===== src/rtl/ddr2_write_arbiter.sv =====
// Two-client DDR2 write arbiter: grants one client per burst (address + two data
// beats), alternating round-robin, and steers that client's writes onto af/wdf.
module ddr2_write_arbiter (
    input  logic         clk,
    input  logic         rst,
    input  logic         c0_af_wr_en,
    input  logic [30:0]  c0_af_addr_din,
    input  logic         c0_wdf_wr_en,
    input  logic [127:0] c0_wdf_din,
    input  logic [15:0]  c0_wdf_mask_din,
    input  logic         c1_af_wr_en,
    input  logic [30:0]  c1_af_addr_din,
    input  logic         c1_wdf_wr_en,
    input  logic [127:0] c1_wdf_din,
    input  logic [15:0]  c1_wdf_mask_din,
    output logic         c0_af_full,
    output logic         c0_wdf_full,
    output logic         c1_af_full,
    output logic         c1_wdf_full,
    input  logic         af_full,
    input  logic         wdf_full,
    output logic         af_wr_en,
    output logic [30:0]  af_addr_din,
    output logic         wdf_wr_en,
    output logic [127:0] wdf_din,
    output logic [15:0]  wdf_mask_din,
    output logic [1:0]   gnt
);

    typedef enum logic [1:0] {IDLE, BEAT1, BEAT2} state_t;

    state_t state;
    logic   owner;
    logic   pri;

    logic         busy;
    logic         own_af;
    logic         own_wdf;
    logic [30:0]  own_addr;
    logic [127:0] own_din;
    logic [15:0]  own_mask;
    logic         next_owner;

    assign busy     = (state != IDLE);
    assign own_af   = owner ? c1_af_wr_en     : c0_af_wr_en;
    assign own_wdf  = owner ? c1_wdf_wr_en    : c0_wdf_wr_en;
    assign own_addr = owner ? c1_af_addr_din  : c0_af_addr_din;
    assign own_din  = owner ? c1_wdf_din      : c0_wdf_din;
    assign own_mask = owner ? c1_wdf_mask_din : c0_wdf_mask_din;

    // On a tie the priority client wins; otherwise whoever is requesting.
    assign next_owner = (c0_af_wr_en & c1_af_wr_en) ? pri : c1_af_wr_en;

    always_ff @(posedge clk or posedge rst) begin
        if (rst) begin
            state <= IDLE;
            owner <= 1'b0;
            pri   <= 1'b0;
            gnt   <= 2'b00;
        end else begin
            case (state)
                IDLE: begin
                    if (c0_af_wr_en | c1_af_wr_en) begin
                        owner <= next_owner;
                        gnt   <= next_owner ? 2'b10 : 2'b01;
                        state <= BEAT1;
                    end
                end
                BEAT1: begin
                    if (own_wdf & own_af) begin
                        state <= BEAT2;
                    end else if (!own_wdf && !own_af) begin
                        // Request withdrawn before any beat: release without touching pri.
                        state <= IDLE;
                        gnt   <= 2'b00;
                    end
                end
                BEAT2: begin
                    if (own_wdf) begin
                        pri   <= ~owner;
                        state <= IDLE;
                        gnt   <= 2'b00;
                    end
                end
                default: begin
                    state <= IDLE;
                    gnt   <= 2'b00;
                end
            endcase
        end
    end

    assign af_wr_en     = (state == BEAT1) & own_af & own_wdf;
    assign wdf_wr_en    = busy & own_wdf;
    assign af_addr_din  = busy ? own_addr : 31'd0;
    assign wdf_din      = busy ? own_din  : 128'd0;
    assign wdf_mask_din = busy ? own_mask : 16'hFFFF;

    // Only the owner sees the real downstream fulls; everyone else is held off.
    assign c0_af_full  = ~(busy & ~owner) | af_full;
    assign c0_wdf_full = ~(busy & ~owner) | wdf_full;
    assign c1_af_full  = ~(busy &  owner) | af_full;
    assign c1_wdf_full = ~(busy &  owner) | wdf_full;

endmodule

===== config.mk =====
export PLATFORM = sky130hd
export DESIGN_NAME = ddr2_write_arbiter
export DESIGN_NICKNAME = d
export VERILOG_FILES = /design/src/rtl/ddr2_write_arbiter.sv
export SDC_FILE = /design/constraint.sdc
export NUM_CORES = 1
export LEC_CHECK = 0
export ABC_AREA = 1
export CAP_MARGIN = 20
export CORE_AREA = 3 3 212 214
export CTS_BUF_LIST = sky130_fd_sc_hd__clkbuf_8
export DETAILED_ROUTE_END_ITERATION = 16
export DIE_AREA = 0 0 215 217
export GPL_TIMING_DRIVEN = 1
export PLACE_DENSITY = 0.43
export SETUP_SLACK_MARGIN = 0.5
export SLEW_MARGIN = 20
export SYNTH_ARGS = -nofsm -noshare
export SYNTH_HDL_FRONTEND = slang
export SYNTH_SLANG_ARGS = --single-unit

===== constraint.sdc =====
create_clock -name clk -period 3.9 [get_ports clk]
set_clock_uncertainty 0.2 [all_clocks]
set_input_delay 0.585 -clock clk [delete_from_list [all_inputs] [get_ports clk]]
set_output_delay 0.585 -clock clk [all_outputs]
set_load 0.02 [all_outputs]

==> flow_metrics.py <==
metrics = {
    "synthesis": {
        "syn_area_mm2": 0.00211,
        "synth_seq_area_share_pct": 7.12,
        "synth.avg_cell_area_um2": 7.67,
        "yosys.area.top_type": "a22o_1",
        "async_flop_share_pct": 100,
        "synth-seq-cells": 6,
        "syn_inst": 275,
        "synth_nets": 635,
        "synth_cell_types": 17,
        "ys_dominant_reg_cell": "dfrtp_1",
        "synth_edf_count": 0,
        "synth_top_area_share_pct": 66.0,
        "yosys_warnings": 0,
        "synthTopCellsByArea": "a22o_1 (66%), dfrtp_1 (7.1%), o22a_1 (6.6%)",
    },
    "sta": {
        "drv_slew": 0,
        "finalSetupViolCount": 0,
        "rsz0062_at_grt": "false",
        "min_period_over_period_pct": 81.7,
        "max-slew-margin-rel_pct": 56.2,
        "setup-tns-final_ns": 0,
        "tightest_slew_ns": 0.655,
        "timing.fmax_ghz": 0.314,
        "min_period_ns": 3.19,
        "hold_ws_ns": 0.287,
        "hold_viol_final": 0,
    },
    "cts": {
        "cts_made_buffers": 3,
        "h-tree-depth": 1,
        "cts_sinks": 6,
        "clock_tree.root_cell": "clkbuf_8",
        "cts.clk_slew.worst_paths_ns": 0.04,
        "postCtsHoldBufs": 0,
        "post-cts-setup-buffers": 0,
        "cts_resized": 0,
        "ctsLongestPathBuffers": 2,
        "clock_latency_ns": 0.23,
        "cts_tree": "done",
    },
    "global_route": {
        "track_usage_pct": 12.4,
        "antenna_found_initial": 5,
        "grt_max_degree": 90,
        "overflow": 0,
        "grt_pass1_wl_um": 41300,
        "first_global_vias": 5085,
    },
    "critical_path": {
        "r2r_slack_ns": 1.90,
        "worst-setup-path-type": "reg -> out",
        "cp_data_arrival_time_ns": 2.40,
        "critPathCaptureType": "primary output",
        "required_ns": 3.12,
        "start_kind": "flip-flop",
        "cp_max_fo": 87,
    },
    "cells_and_area": {
        "diodes": 0,
        "multi_input_area_mm2": 0.00175,
        "drive_gt1_share_pct": 2.16,
        "final_nets": 1148,
        "seqCellArea_um2": 150,
        "fillers": 4826,
        "syn_to_final_growth_pct": 289,
    },
    "detailed_routing": {
        "vias_per_cell": 3.46,
        "vias": 4745,
        "post_drt_wl_per_cell_um": 22.7,
        "routed_wl_um": 31100,
        "drtAntennaViolNets": 0,
        "drtIter0Drc": 183,
        "dr.pass1.iters": 4,
        "drc": 0,
    },
    "die": {
        "rows": 76,
        "core_area_mm2": 0.0431,
        "die_w_um": 215,
        "pin_count": 541,
        "die_area_mm2": 0.0467,
        "dieHeight_um": 217,
        "start_util_pct": 4.90,
    },
    "placed_design": {
        "gp_congestion": 0.815,
        "dp_hpwl_um": 27100,
        "io_buffers": 540,
    },
    "min_path": {
        "hold_path.class": "reg -> reg",
    },
    "run_status": {
        "status": "completed",
    },
    "power_and_ir_drop": {
        "ir_drop_mv": 0.528,
        "power_density_mw_per_mm2": 766,
        "power.leakage_nw": 2.97,
    },
    "job": {
        "drv_cap": 0,
    },
}
==> worst paths after layout <==
path,from,end,cells after the start
max,owner,wdf_din[64],5
min,gnt[1],gnt[1],2
max reg2reg,owner,gnt[0],7
min reg2reg,gnt[1],gnt[1],2
max in group asynchronous,rst,state[0],2
min in group asynchronous,rst,gnt[0],2
==> registers in the layout, summed over array words and instances (netlist names) <==
signal  flops
gnt         2
pri         1
owner       1
state       2
==> power by group <==
group / internal, W / leakage [nW] / total [W] / switching [W]
logic: 0.00278 / 2.87 / 0.00606 / 0.00328
registers: 0.0000911 / 0.0763 / 0.000118 / 0.0000270
clock network: 0.0000668 / 0.0216 / 0.0000993 / 0.0000324
total: 0.00294 / 2.97 / 0.00628 / 0.00334
==> stage by stage <==
step | setup WS, ns | instance area, µm² | power [W] | util (%) | std cells
6_report | 0.714 | 8200 | 0.00628 | 19.0 | 1371
4_1_cts | 0.705 | 8200 | 0.00644 | 19.0 | 1371
5_1_grt | 0.595 | 8200 | 0.00664 | 19.0 | 1371
2_1_floorplan | 1.78 | 2110 | 0.00308 | - | 275
3_3_place_gp | 0.743 | 8160 | 0.00633 | 18.9 | 1368
3_5_place_dp | 0.835 | 8160 | 0.00628 | 18.9 | 1368
==> worst max-delay path, cell delays in order, from the launching register on <==
cell and delay [ns]:
dfrtp_1 0.47, inv_2 0.11, nor2_4 0.18, buf_12 0.31, a22o_1 0.30, clkdlybuf4s50_1 0.65
==> synth_stat cells (4+ instances only) <==
master      n
a22o_1    159
buf_2      20
clkbuf_1   16
dfrtp_1     6
inv_1      13
nand2_1    21
nand3_1     4
nor2_1      4
o21ai_0     4
o22a_1     16
==> per-layer routing <==
layer	wire length, µm	GRT usage [%]	vias up
met5	50	0	-
met4	229	1.06	8
met3	2910	4.10	20
met2	15900	23.2	341
met1	12000	14.1	2209
li1	-	-	2167
==> area by class of cell <==
| type | instances | share of cell area (%) |
|---|---|---|
| inverter | 15 | 0.687 |
| sequential | 6 | 1.83 |
| clock buffer | 3 | 0.504 |
| tap | 585 | 8.93 |
| multi-input combinational | 218 | 21.3 |
| timing repair buffer | 544 | 66.7 |
==> layout by cell type (no fill, tap or decap) <==
master | synthesis | final
buf_4 | 0 | 5
nor2_2 | 2 | 1
inv_2 | 2 | 2
o22a_1 | 16 | 16
nand2_1 | 21 | 21
buf_12 | 0 | 4
nor2_1 | 4 | 4
a21oi_1 | 2 | 2
dfrtp_1 | 6 | 6
o21ai_0 | 4 | 4
nand4_1 | 2 | 2
ha_1 | 2 | 2
nor3_1 | 1 | 1
inv_1 | 13 | 13
clkdlybuf4s50_1 | 0 | 535
clkbuf_8 | 0 | 3
nor2_4 | 1 | 2
a22o_1 | 159 | 159
nand3_1 | 4 | 4
==> logic make-up (layout without fill, tap and decap cells) <==
| logic type | count (synthesis) | in the layout | share of synthesized area, % |
|---|---|---|---|
| flops | 6 | 6 | 7.12 |
| compound gates | 181 | 181 | 74.1 |
| fa+ha+maj | 2 | 2 | 1.19 |
| buf+inv | 51 | 562 | 10.3 |
| simple gates | 35 | 35 | 7.35 |
(Power assumes the default switching activity.)
